--- src/rtl/iir_decim_avg.sv ---
// Averaging decimator for the IIR output stream: sums N=2^DECIM_LOG2 samples, emits one through a small FIFO.
// Optional build macro IIR_DECIM_ROUND_EN selects round-half-up instead of floor.
module iir_decim_avg #(
  parameter int DECIM_LOG2 = 2,
  parameter int DEPTH      = 2
) (
  input  logic        clk,
  input  logic        rst,
  input  logic [17:0] din,
  input  logic        din_valid,
  input  logic        clr,
  output logic [17:0] dout,
  output logic        dout_valid,
  input  logic        dout_ready,
  output logic        ovf,
  output logic        o_state
);

  localparam int AW = 18 + DECIM_LOG2;
  localparam int PW = (DEPTH > 1) ? $clog2(DEPTH) : 1;
  localparam int CW = $clog2(DEPTH + 1);
  localparam logic [DECIM_LOG2-1:0] LAST = '1;
  localparam logic [PW-1:0] PTR_MAX = PW'(DEPTH - 1);
`ifdef IIR_DECIM_ROUND_EN
  localparam logic signed [AW-1:0] RND = AW'(1) << (DECIM_LOG2 - 1);
`else
  localparam logic signed [AW-1:0] RND = '0;
`endif

  // Handshake: a result leaves the buffer on any cycle where dout_valid && dout_ready are both high;
  // dout_valid depends only on occupancy, never on dout_ready.
  typedef enum logic {S_ACC = 1'b0, S_PUSH = 1'b1} state_t;

  state_t                 r_state;
  state_t                 w_next;
  logic signed [AW-1:0]   r_acc;
  logic [DECIM_LOG2-1:0]  r_cnt;
  logic [17:0]            r_res;
  logic [17:0]            r_mem [DEPTH];
  logic [PW-1:0]          r_wptr;
  logic [PW-1:0]          r_rptr;
  logic [CW-1:0]          r_count;
  logic                   r_ovf;

  logic signed [AW-1:0]   w_sext;
  logic signed [AW-1:0]   w_sum;
  logic [17:0]            w_res;
  logic                   w_full;
  logic                   w_wr;
  logic                   w_pop;
  logic                   w_drop;

  // Accumulator is wide enough for N full-scale samples plus the rounding bias, so it never wraps.
  assign w_sext = {{DECIM_LOG2{din[17]}}, din};
  assign w_sum  = r_acc + w_sext;
  assign w_res  = 18'((w_sum + RND) >>> DECIM_LOG2);
  assign w_full = (r_count == CW'(DEPTH));

  always_ff @(posedge clk or posedge rst) begin
    if (rst) r_state <= S_ACC;
    else     r_state <= w_next;
  end

  always_comb begin
    w_next = r_state;
    if (clr) begin
      w_next = S_ACC;
    end else begin
      case (r_state)
        S_ACC:   if (din_valid && r_cnt == LAST) w_next = S_PUSH;
        S_PUSH:  w_next = S_ACC;
        default: w_next = S_ACC;
      endcase
    end
  end

  always_comb begin
    w_pop  = 1'b0;
    w_wr   = 1'b0;
    w_drop = 1'b0;
    if (!clr) begin
      w_pop = dout_valid && dout_ready;
      if (r_state == S_PUSH) begin
        w_wr   = !w_full || w_pop;
        w_drop = w_full && !w_pop;
      end
    end
  end

  always_ff @(posedge clk or posedge rst) begin
    if (rst) begin
      r_acc   <= '0;
      r_cnt   <= '0;
      r_res   <= '0;
      r_wptr  <= '0;
      r_rptr  <= '0;
      r_count <= '0;
      r_ovf   <= 1'b0;
    end else if (clr) begin
      r_acc   <= '0;
      r_cnt   <= '0;
      r_wptr  <= '0;
      r_rptr  <= '0;
      r_count <= '0;
      r_ovf   <= 1'b0;
    end else begin
      if (din_valid) begin
        if (r_state == S_PUSH) begin
          // The pending result is already latched; this sample opens the next group.
          r_acc <= w_sext;
          r_cnt <= DECIM_LOG2'(1);
        end else if (r_cnt == LAST) begin
          r_acc <= '0;
          r_cnt <= '0;
          r_res <= w_res;
        end else begin
          r_acc <= w_sum;
          r_cnt <= r_cnt + 1'b1;
        end
      end
      if (w_wr)  r_wptr <= (r_wptr == PTR_MAX) ? '0 : r_wptr + 1'b1;
      if (w_pop) r_rptr <= (r_rptr == PTR_MAX) ? '0 : r_rptr + 1'b1;
      if (w_wr && !w_pop)      r_count <= r_count + 1'b1;
      else if (!w_wr && w_pop) r_count <= r_count - 1'b1;
      if (w_drop) r_ovf <= 1'b1;
    end
  end

  always_ff @(posedge clk) begin
    if (w_wr) r_mem[r_wptr] <= r_res;
  end

  assign dout_valid = (r_count != '0);
  assign dout       = dout_valid ? r_mem[r_rptr] : '0;
  assign ovf        = r_ovf;
  assign o_state    = r_state;

endmodule

--- config.mk ---
export PLATFORM = sky130hd
export DESIGN_NAME = iir_decim_avg
export DESIGN_NICKNAME = d
export VERILOG_FILES = /design/src/rtl/iir_decim_avg.sv
export SDC_FILE = /design/constraint.sdc
export NUM_CORES = 1
export LEC_CHECK = 0
export CAP_MARGIN = 20
export CORE_ASPECT_RATIO = 2
export CORE_MARGIN = 3
export CORE_UTILIZATION = 55
export CTS_CLUSTER_SIZE = 16
export DETAILED_ROUTE_END_ITERATION = 8
export PLACE_DENSITY = 0.84
export SLEW_MARGIN = 20
export SYNTH_ARGS = -nofsm -noshare
export SYNTH_HDL_FRONTEND = slang
export SYNTH_SLANG_ARGS = --single-unit
export TNS_END_PERCENT = 10
--- constraint.sdc ---
create_clock -name clk -period 3.6 [get_ports clk]
set_clock_uncertainty 0.05 [all_clocks]
set_input_delay 0.36 -clock clk [delete_from_list [all_inputs] [get_ports clk]]
set_output_delay 0.36 -clock clk [all_outputs]
set_load 0.01 [all_outputs]
==> out/summary.txt <==
Status = complete, no violations
Drt pass-1 iters = 4
Final max-slew violation count = 0
Fin Setup TNS = 0 ns
Number of global-route vias before repair = 3398
Total track usage = 0.217
Worst-path maximum fanout = 7
Critical path arrival = 2.88 ns
Final global-route overflow total = 0
Largest area contributor in the netlist = dfrtp_1
Net Count, Synth = 480
Finished Cell Area = 5280 sq um
Crit path capture type = flip-flop
CP Class = input port to flip-flop
Critical Path RT = 3.75 ns
Min-delay worst type = flip-flop to flip-flop
Leak = 2.11 nW
Clk_lat worst skew = 0.33 ns
Post-layout power = 0.00261 W
Die width = 69.6 microns
WL final = 9520 microns
Fillcell total = 595
Share of the synthesized area in the top cell type = 0.259
Synth cell types = 56
Post-synth EDFFs = 36
CTS resizes = 0
First-pass GRT wire length = 16200 microns
Top FF cell, synth = dfrtp_1
Post-DP HPWL = 6890 microns
Layout cell share with drive strength beyond 1 = 0.0661
Drt wl/cell = 16.5 microns
#FFs+latches synth = 82
Synth Area per Inst = 10.2 sq um
Syn Inst Count = 436
Layout Nets = 523
Die Ht = 133 microns
Reg clk slew, reported paths = 0.06 ns
H-tree levels = 3
Die area = 9270 sq um
Crit path time final = 2.72 ns
Hold_ws = 0.421 ns
N_diodes = 0
Max-cap violations = 0
Port Buffers = 43
Total CTS buffers = 9
GP Congestion = 0.858
Final Hold Viols = 0
Final setup violation count = 0
Non-Filler Instances = 578
Vias = 3509
Antenna-violating nets left = 0
Clock Path Buffers = 2
Setup bufs post-CTS = 0
Cts hold-fix bufs = 0
Initial antenna violation count = 0
Maximum vdd ir drop = 0.390 mV
Period utilisation layout = 0.756
Async S/R FF share, synth = 0.561
Synthesis warning total = 0
Cell total after placement = 562
Worst Max-Slew Pin Slew = 0.960 ns
Core footprint = 7710 sq um
Starting DRT DRC Count = 187
Cell Area, Synth = 4450 sq um
Post-DP Area = 4990 sq um
CTS tree = done
Remaining DRCs = 0
Starting Density = 0.577
Unrepaired setup endpoints after global routing = no
Row cnt = 45
Clock Sinks = 82
Multi-input logic area = 2110 sq um
Vias per inst = 6.07
Startpoint class of the critical path = input port
Pwr dens = 494 nW/um^2
Register area share after synthesis = 0.502
Sequential cell area = 2230 sq um
Worst slew margin = 0.360
I/O pin cnt = 44
Largest net degree at the start of global routing = 47
Max frequency = 0.367 GHz
Largest cells by area after synthesis = dfrtp_1 26%, edfxtp_1 24%, ha_1 5.6%, o21ai_0 4.6%, mux2i_1 4.5%
Clock Root Buffer = clkbuf_16
P&R area growth vs syn = 18.6%
metrics by stage:
| step | worst slack [ns] | util |
|---|---|---|
| 2_1_floorplan | 0.855 | - |
| 3_3_place_gp | 0.686 | 0.647 |
| 3_5_place_dp | 0.622 | 0.647 |
| 4_1_cts | 0.903 | 0.684 |
| 5_1_grt | 0.717 | 0.684 |
| 6_report | 0.878 | 0.684 |
critical path, cell delays in order:
cell,delay (ns)
clkdlybuf4s50_1,0.45
ha_1,0.32
a21oi_1,0.24
o22ai_1,0.25
o311ai_4,0.30
buf_4,0.20
o21ai_2,0.09
o311a_1,0.33
xnor2_1,0.24
o21ai_1,0.09
worst paths after layout:
check,start,endpoint,slack [ns],cells after the start
worst max-delay path,din[1],r_res[17],0.88,10
worst min-delay path,r_res[9],r_mem[0][9],0.42,0
worst max register to register,r_acc[1],r_res[17],0.99,9
worst min register to register,r_res[9],r_mem[0][9],0.42,0
max in group asynchronous,rst,r_acc[8],2.39,2
min in group asynchronous,rst,r_acc[16],0.51,2
layout make-up:
class / count / share of cell area
repair buffers: 51 / 0.0929
well taps: 94 / 0.0223
flip-flops and latches: 82 / 0.423
inverters: 11 / 0.00782
multi-input cells: 324 / 0.399
clock buffers: 12 / 0.0448
clock inverters: 4 / 0.00996
where the power goes:
group | internal (W) | total [W] | switching (W)
Clock | 0.000539 | 0.000881 | 0.000342
Sequential | 0.00109 | 0.00116 | 0.0000641
Combinational | 0.000235 | 0.000568 | 0.000333
Total | 0.00187 | 0.00261 | 0.000739
kinds of logic after synthesis:
| logic type | Yosys count | synth area share |
|---|---|---|
| AOI/OAI and AO/OA | 130 | 0.190 |
| xor gates and xnor gates | 18 | 0.0354 |
| adders and majority gates | 21 | 0.0607 |
| buffers and inverters | 30 | 0.0270 |
| DFF | 82 | 0.502 |
| muxes | 21 | 0.0475 |
| and+or+nand+nor | 134 | 0.138 |
layout by cell type, fill, tap and decap left out, types with 2 or more instances in the layout:
| master | count |
|---|---|
| nor2_1 | 51 |
| dfrtp_1 | 46 |
| clkdlybuf4s50_1 | 43 |
| o21ai_0 | 41 |
| nand2_1 | 38 |
| edfxtp_1 | 36 |
| a21oi_1 | 28 |
| mux2i_1 | 20 |
| ha_1 | 20 |
| xor2_1 | 14 |
| a22oi_1 | 11 |
| inv_1 | 10 |
| nor3_1 | 10 |
| nand2b_1 | 9 |
| clkbuf_16 | 9 |
| buf_4 | 8 |
| nand3_1 | 7 |
| a211oi_1 | 7 |
| o21a_1 | 6 |
| a21o_1 | 6 |
| xnor2_1 | 4 |
| nor2b_1 | 3 |
| nor3b_1 | 3 |
| o21ai_1 | 3 |
| nand4_1 | 3 |
| or3_1 | 3 |
| clkbuf_1 | 3 |
| o31a_1 | 2 |
| o311ai_0 | 2 |
| a211o_1 | 2 |
| a21boi_0 | 2 |
| a31oi_1 | 2 |
| a311oi_1 | 2 |
| clkinv_4 | 2 |
state kept, by name (all words and copies together) (netlist names):
signal and cells:
r_wptr 1, r_acc 20, r_mem 36, r_res 18
o_state 1, r_rptr 1, r_cnt 2, ovf 1
r_count 2
metal layers:
layer,global-route usage,vias up,part of all wire
li1,-,1679,-
met2,0.398,115,0.55
met3,0.0279,22,0.045
met5,0,-,0
met4,0.0989,0,0.031
met1,0.245,1693,0.37
synthesized netlist by cell type (all sizes together), types with 2 or more instances:
library cell and count:
a22oi 11, xor2 14, a21boi 2, o31a 2
mux2i 20, edfxtp 36, a2bb2oi 2, nor2 51
nor3 11, nor3b 4, inv 11, o21ai 45
a31oi 2, nand3 7, or3 4, nand4 3
a21o 6, nand2 38, dfrtp 46, ha 20
o21a 6, buf 6, nand2b 10, clkbuf 13
xnor2 4, a21oi 29, a211o 2, nor2b 3
o311ai 4, a211oi 7, a311oi 2
No activity file was read; power rests on OpenSTA's default activity.
